<file path="src/rtl/mem_port_arbiter_pkg.sv">
`default_nettype none
// ============================================================================
// Module      : mem_port_arbiter_pkg
// Description : Shared definitions for the memory port arbiter: default bus
//               widths and the arbiter FSM state encoding.
// Revision    : 1.0 - initial release
// ============================================================================
package mem_port_arbiter_pkg;

    // Default data and address bus widths
    localparam int unsigned C_DEFAULT_N  = 32;
    localparam int unsigned C_DEFAULT_AW = 32;

    // Arbiter FSM states: idle, serving fetch, serving data
    typedef enum logic [1:0] {
        ST_IDLE   = 2'd0,
        ST_BUSY_I = 2'd1,
        ST_BUSY_D = 2'd2
    } arb_state_t;

endpackage
`default_nettype wire

</file>
<file path="src/rtl/n_bit_two_one_mux.sv">
`default_nettype none
// ============================================================================
// Module      : n_bit_two_one_mux
// Description : Parameterised 2:1 multiplexer.
//   i_a   - selected when i_sel = 0
//   i_b   - selected when i_sel = 1
//   i_sel - select
//   o_y   - result
// Revision    : 1.0 - initial release
// ============================================================================
module n_bit_two_one_mux #(
    parameter int WIDTH = 32
) (
    input  logic [WIDTH-1:0] i_a,
    input  logic [WIDTH-1:0] i_b,
    input  logic             i_sel,
    output logic [WIDTH-1:0] o_y
);

    assign o_y = i_sel ? i_b : i_a;

endmodule
`default_nettype wire

</file>
<file path="src/rtl/mem_port_arbiter.sv">
`default_nettype none
// ============================================================================
// Module      : mem_port_arbiter
// Description : Arbitrates an instruction-fetch port and a load/store data
//               port onto one shared memory port, one transaction at a time.
//   clk, rst                      - clock, synchronous active-high reset
//   if_req/if_addr                - fetch request (level, held until valid)
//   if_rdata/if_valid             - fetch read data and completion pulse
//   d_req/d_we/d_addr/d_wdata     - data request (store when d_we = 1)
//   d_rdata/d_valid               - load data and completion pulse
//   mem_req/mem_we/mem_addr/
//   mem_wdata                     - registered shared memory request
//   mem_rdata/mem_ack             - shared memory read data and completion
// Revision    : 1.0 - initial release
// ============================================================================
module mem_port_arbiter
    import mem_port_arbiter_pkg::*;
#(
    parameter int N  = C_DEFAULT_N,
    parameter int AW = C_DEFAULT_AW
) (
    input  logic          clk,
    input  logic          rst,
    // Fetch port
    input  logic          if_req,
    input  logic [AW-1:0] if_addr,
    output logic [N-1:0]  if_rdata,
    output logic          if_valid,
    // Data port
    input  logic          d_req,
    input  logic          d_we,
    input  logic [AW-1:0] d_addr,
    input  logic [N-1:0]  d_wdata,
    output logic [N-1:0]  d_rdata,
    output logic          d_valid,
    // Shared memory port
    output logic          mem_req,
    output logic          mem_we,
    output logic [AW-1:0] mem_addr,
    output logic [N-1:0]  mem_wdata,
    input  logic [N-1:0]  mem_rdata,
    input  logic          mem_ack
);

    arb_state_t    r_state;
    logic          r_last_d;      // previous grant went to data port
    logic          r_mem_req;
    logic          r_mem_we;
    logic [AW-1:0] r_mem_addr;
    logic [N-1:0]  r_mem_wdata;
    logic [N-1:0]  r_if_rdata;
    logic [N-1:0]  r_d_rdata;
    logic          r_if_valid;
    logic          r_d_valid;

    logic          w_sel_d;
    logic          w_sel_i;
    logic [AW-1:0] w_grant_addr;
    logic [N-1:0]  w_grant_wdata;

    // Data wins a tie unless it also won the last grant, so neither side can
    // be starved by a continuously requesting neighbour.
    assign w_sel_d = d_req & (~if_req | ~r_last_d);
    assign w_sel_i = if_req & ~w_sel_d;

    n_bit_two_one_mux #(.WIDTH(AW)) u_addr_mux (
        .i_a   (if_addr),
        .i_b   (d_addr),
        .i_sel (w_sel_d),
        .o_y   (w_grant_addr)
    );

    // Fetches never write; their write data is driven as zero.
    n_bit_two_one_mux #(.WIDTH(N)) u_wdata_mux (
        .i_a   ('0),
        .i_b   (d_wdata),
        .i_sel (w_sel_d),
        .o_y   (w_grant_wdata)
    );

    always_ff @(posedge clk) begin
        if (rst) begin
            r_state     <= ST_IDLE;
            r_last_d    <= 1'b0;
            r_mem_req   <= 1'b0;
            r_mem_we    <= 1'b0;
            r_mem_addr  <= '0;
            r_mem_wdata <= '0;
            r_if_rdata  <= '0;
            r_d_rdata   <= '0;
            r_if_valid  <= 1'b0;
            r_d_valid   <= 1'b0;
        end else begin
            // Completion pulses last exactly one cycle
            r_if_valid <= 1'b0;
            r_d_valid  <= 1'b0;
            case (r_state)
                ST_IDLE: begin
                    // mem_ack is ignored here: nothing is outstanding
                    if (w_sel_d || w_sel_i) begin
                        r_state     <= w_sel_d ? ST_BUSY_D : ST_BUSY_I;
                        r_last_d    <= w_sel_d;
                        r_mem_req   <= 1'b1;
                        r_mem_we    <= w_sel_d & d_we;
                        r_mem_addr  <= w_grant_addr;
                        r_mem_wdata <= w_grant_wdata;
                    end
                end
                ST_BUSY_I: begin
                    if (mem_ack) begin
                        r_mem_req  <= 1'b0;
                        r_if_rdata <= mem_rdata;
                        r_if_valid <= 1'b1;
                        r_state    <= ST_IDLE;
                    end
                end
                ST_BUSY_D: begin
                    if (mem_ack) begin
                        r_mem_req <= 1'b0;
                        // Stores leave the load data register untouched
                        if (!r_mem_we) begin
                            r_d_rdata <= mem_rdata;
                        end
                        r_d_valid <= 1'b1;
                        r_state   <= ST_IDLE;
                    end
                end
                default: r_state <= ST_IDLE;
            endcase
        end
    end

    assign mem_req   = r_mem_req;
    assign mem_we    = r_mem_we;
    assign mem_addr  = r_mem_addr;
    assign mem_wdata = r_mem_wdata;
    assign if_rdata  = r_if_rdata;
    assign if_valid  = r_if_valid;
    assign d_rdata   = r_d_rdata;
    assign d_valid   = r_d_valid;

endmodule
`default_nettype wire

</file>
<file path="config.mk">
export PLATFORM = sky130hd
export DESIGN_NAME = mem_port_arbiter
export DESIGN_NICKNAME = d
export VERILOG_FILES = /design/src/rtl/mem_port_arbiter_pkg.sv /design/src/rtl/n_bit_two_one_mux.sv /design/src/rtl/mem_port_arbiter.sv
export SDC_FILE = /design/constraint.sdc
export NUM_CORES = 1
export LEC_CHECK = 0
export CAP_MARGIN = 0
export CORE_MARGIN = 4
export CORE_UTILIZATION = 45
export CTS_BUF_LIST = sky130_fd_sc_hd__clkbuf_16
export CTS_CLUSTER_SIZE = 16
export DETAILED_ROUTE_END_ITERATION = 12
export GPL_TIMING_DRIVEN = 0
export PLACE_DENSITY = 0.84
export SYNTH_ARGS = -nofsm -noshare
export SYNTH_HDL_FRONTEND = slang
export SYNTH_HIERARCHICAL = 1
export SYNTH_SLANG_ARGS = --single-unit
</file>
<file path="constraint.sdc">
create_clock -name clk -period 2.2 [get_ports clk]
set_input_delay 0.22 -clock clk [delete_from_list [all_inputs] [get_ports clk]]
set_output_delay 0.22 -clock clk [all_outputs]
set_load 0.05 [all_outputs]
</file>
Word level (Yosys, flattened, before mapping)

Index checks and enable logic that the tools add are counted.

Flip-flop bits (word level): 135

Equality and inequality tests: 4
Bitwise logic cells: 10
Multiplexer cells: 10
Reductions and logical operators: 11

Operators by type and width:

| operator                                                                | number |
|---|---|
| 32-bit 2-to-1 mux                                                       | 2 |
| 2-bit 2-to-1 mux                                                        | 3 |
| 1-bit inverter                                                          | 6 |
| 2-bit AND reduction                                                     | 3 |
| 3-bit AND reduction                                                     | 2 |
| 2-bit OR reduction                                                      | 3 |
| 2-bit case mux with 2 select lines                                      | 1 |
| 1-bit bitwise AND                                                       | 3 |
| 1-bit 2-to-1 mux                                                        | 3 |
| 2-bit by 1-bit equality test with 1-bit output, second input constant   | 1 |
| 2-bit equality test, second input constant                              | 1 |
| 2-bit zero test                                                         | 1 |
| 2-bit by 1-bit inequality test with 1-bit output, second input constant | 1 |
| 2-bit inequality test, second input constant                            | 1 |
| 1-bit case mux with 2 select lines                                      | 1 |
| 2-bit nonzero test                                                      | 1 |
| 1-bit logical OR                                                        | 1 |
| 1-bit OR                                                                | 1 |

Logic depth before layout (Yosys ltp)

Depth in word-level cells: 8
Depth in mapped cells: 7
Mapped depth without buffers: 5

By module

The synthesis kept the hierarchy.

By module, submodules not included:

| module            | cells an instance | area each (µm²) | instances |
|---|---|---|---|
| mem_port_arbiter  | 595               | 4744.6          | 1 |
| n_bit_two_one_mux | 36                | 544.3           | 2 |

Worst setup path before layout

OpenSTA, ideal clock, no wires.

Path type: reg2reg
From: register r_mem_we (netlist: mem_we)
To: register r_d_rdata[10] (netlist: d_rdata[10])
Cell stages (with the launch flop): 5
Setup slack: 774 ps
Data required time: 2130 ps
Arrival time: 1355 ps
Period minus slack after synthesis: 1426 ps
Buffers on the path: 1
Setup time: 70 ps
Cell sequence: dfxtp_1 nand3b_1 clkbuf_1 nand2_1 a21oi_1

Word-level cells in the longest chain between the ends: 2

Ends and longest elaborated chain:

| what                          | line                    | text |
|---|---|---|
| from (decl)                   | mem_port_arbiter.sv:48  | `logic r_mem_we;` |
| from (signal assigned)        | mem_port_arbiter.sv:104 | `r_mem_we <= w_sel_d & d_we;` |
| 1-bit inverter (no line)      | n/a                     |  |
| 3-bit AND reduction (no line) | n/a                     |  |
| to (signal assigned)          | mem_port_arbiter.sv:122 | `r_d_rdata <= mem_rdata;` |
| to (decl)                     | mem_port_arbiter.sv:52  | `logic [N-1:0] r_d_rdata;` |

No other way between the ends.
A chain may end at the register's enable or synchronous reset.

Worst setup path in the final report

From: register r_mem_we (netlist: mem_we)
To: output mem_we

RTL lines:

| what      | line                   | text |
|---|---|---|
| to (decl) | mem_port_arbiter.sv:38 | `output logic mem_we,` |

No word-level cell between the ends.

==> results.md <==
* Die span in x at ~120 µm
* Post-CTS setup buffer count at 0
* Placed cell area at between 8000 and 9000 µm²
* R2r setup slk at between 500 and 600 ps
* Post-synthesis cell type count at 30
* FMAX at ~0.54 GHz
* Tightest Hold Check Type: input port to register
* CP Launch Point: mem_we
* Vias in the first global route at 5,522
* Yosys top cell by area: dfxtp_1
* Final Total Pwr at a little under 8 mW
* Die area at 14,800 µm²
* Worst EP arrival at approximately 1600 ps
* Worst setup SP type: register
* Max stage delay cell, worst path: clkdlybuf4s50_1
* Core area at 12,700 µm²
* Tcrit/Tclk final at 0.844
* I/O pins at approximately 270
* CTS Hold Buffers Added at 0
* Tightest Pin Transition at between 500 and 600 ps
* Critical path type: register to output port
* Critical-path cell list: clkdlybuf4s50_1
* Synth area leaders: dfxtp_1 46%, nand2_1 17%, mux2_4 15%
* Crit path largest cell delay at 850 ps
* Worst Path Buf+Inv at 1
* # H-tree levels at 4
* Hold Path End: mem_addr[3]
* CTS tree: done
* Synthesis-to-finish area growth at 60.8%
* Wire per inst at approximately 15 µm
* Buffers on Ports at ~260
* Family with the most delay on the worst path: buffers and inverters
* Clock Skew at around 4.2 ps
* # DRC at 0
* Root Driver: clkbuf_16
* Gr ovfl total at 0
* Yosys reg bits at roughly 140
* Max IR drop VDD at ~510 µV
* Row Count at about 40
* Pleak at 3.71 nW
* Yosys top cell area share at 0.463
* Beginning of the worst hold path: rst
* GRT Util Overall at 0.238
* Die height at between 100 and 150 µm
* Final ANT Viol Nets at 0
* Max Cap Viol at 0
* Initial antenna violation count at 0
* Fin. max-slew vios at 0
* Post-cts resize count at 0
* Largest net degree at the start of global routing at 17
* Run status: finished, final reports clean
* Mapped Cells at around 670
* Placed Cells incl. Taps at 1,134
* Layout cells sized above 1 at 0.126
* Worst-case clock buffer depth at 2
* Clk_lat worst skew at between 400 and 500 ps
* Fin. Hold Viols at 0
* Fillers at 967
* Critical R2R Capture: d_rdata[20]
* Initial DRC count at between 200 and 300
* Final nets at roughly 1,100
* Setup TNS at 0 ps
* Post-DP HPWL at around 14 mm
* Crit. End Element: output port
* Unrepaired setup endpoints after global routing: no
* Initial core utilization at 0.460
* Reg2Reg Depth at 6
* Design area at 9380 µm²
* Synth Warn # at 6
* Post-DR vias/cell at between 4 and 5
* Hold depth at 3
* Placer Congestion at 0.820
* Fin crit period at 1860 ps
* Mapped cell area at about 6000 µm²
* Pwr dens at 825 nW/µm²
* Synth Area per Inst at 8.75 µm²
* Antenna cells at 0
* Reg-to-reg startpoint: r_state[0]
* # setup viols final at 0
* Worst EP required at ~2000 ps
* Clock slew at reported path FFs at ~50 ps
* Via Count at 5,591
* Crit Path Max Fanout at 4
* 1st-pass router iterations at 4
* Max-slew headroom at 0.625
* Sequential area share after synthesis at 0.463
* First-pass GRT wire length at between 20 and 30 mm
* CTS Sinks at ~140
* Final wirelength at 17.8 mm
* CTS Buf Count at 17
* Fin cells at 1,166
-- power by group --
group	internal, mW	switching [mW]	total, mW
logic	0.929	1.31	2.24
registers	2.64	0.0965	2.74
clock network	1.74	1.01	2.75
total	5.32	2.42	7.73
-- registers in the layout, indices dropped and copies added, names as in the netlist --
name       count
d_rdata       32
d_valid        1
if_rdata      32
if_valid       1
mem_addr      32
mem_req        1
mem_wdata     32
mem_we         1
r_last_d       1
r_state        2
-- logic make-up (layout without fill, tap and decap cells) --
group,after synthesis,count (layout),share of synthesized area
buffers and inverters,53,349,0.0659
and+or+nand+nor,273,273,0.180
AOI/OAI and AO/OA,138,138,0.122
other,1,32,0.000643
adders and majority gates,3,3,0.00644
DFF,135,135,0.463
muxes,64,64,0.162
-- through the flow --
stage / hold slack (ps) / setup WS [ps] / utilization
after floorplan: 334 / 774 / -
after global placement: 440 / 173 / 0.695
after detailed placement: 445 / 156 / 0.695
after CTS: 371 / 315 / 0.740
after global routing: 377 / 280 / 0.740
final: 385 / 344 / 0.740
-- routing by layer --
| metal | vias to the layer above | share of wire | track usage |
|---|---|---|---|
| li1 | 2781 | - | - |
| met1 | 2561 | 0.38 | 0.259 |
| met2 | 217 | 0.51 | 0.422 |
| met3 | 32 | 0.092 | 0.0845 |
| met4 | 0 | 0.023 | 0.0910 |
| met5 | - | 0 | 0 |
-- worst max path at each step --
| stage | endpoint | depth (start not counted) |
|---|---|---|
| detailed placement | mem_addr[8] | 7 |
| global route | mem_we | 1 |
| floorplan | d_rdata[10] | 4 |
| finish | mem_we | 1 |
| global placement | mem_addr[6] | 7 |
| CTS | mem_we | 1 |
-- tightest hold or removal path, cell delays in order --
cell	delay [ps]
buf_2	170
buf_2	230
a21oi_1	130
-- layout make-up --
type,count,area [µm²],share of cell area
clock buffers,17,425,0.0454
well taps,172,215,0.0229
flip-flops and latches,135,2700,0.288
plain buffers,51,377,0.0402
inverters,2,7.51,0.000800
clock inverters,15,146,0.0156
repair buffers,264,2640,0.282
multi-input cells,510,2860,0.305
-- cell usage in the layout (no fill, tap or decap), types with 4 or more instances in the layout --
cell type,netlist,routed
inv_1,2,6
buf_4,17,17
buf_2,7,7
nand2_1,259,259
a21oi_1,131,131
clkinv_2,0,6
clkbuf_1,14,14
buf_12,6,6
mux2_2,4,4
mux2_4,60,60
conb_1,1,32
buf_1,5,5
nor2_1,5,5
clkbuf_16,0,17
dfxtp_1,135,135
clkdlybuf4s50_1,0,264
-- cell usage after synthesis, drive strengths merged --
library cell / count
nand3: 1
mux2: 64
nor3b: 1
buf: 37
a22oi: 1
and2: 1
o21ai: 3
nor2: 5
dfxtp: 135
o21a: 1
a21oi: 131
nor2b: 1
a32oi: 1
nand2: 259
nor3: 1
clkbuf: 14
a21boi: 1
inv: 2
nand2b: 1
ha: 3
conb: 1
or3: 1
and3b: 1
nand3b: 1
No activity file was read; power rests on OpenSTA's default activity.
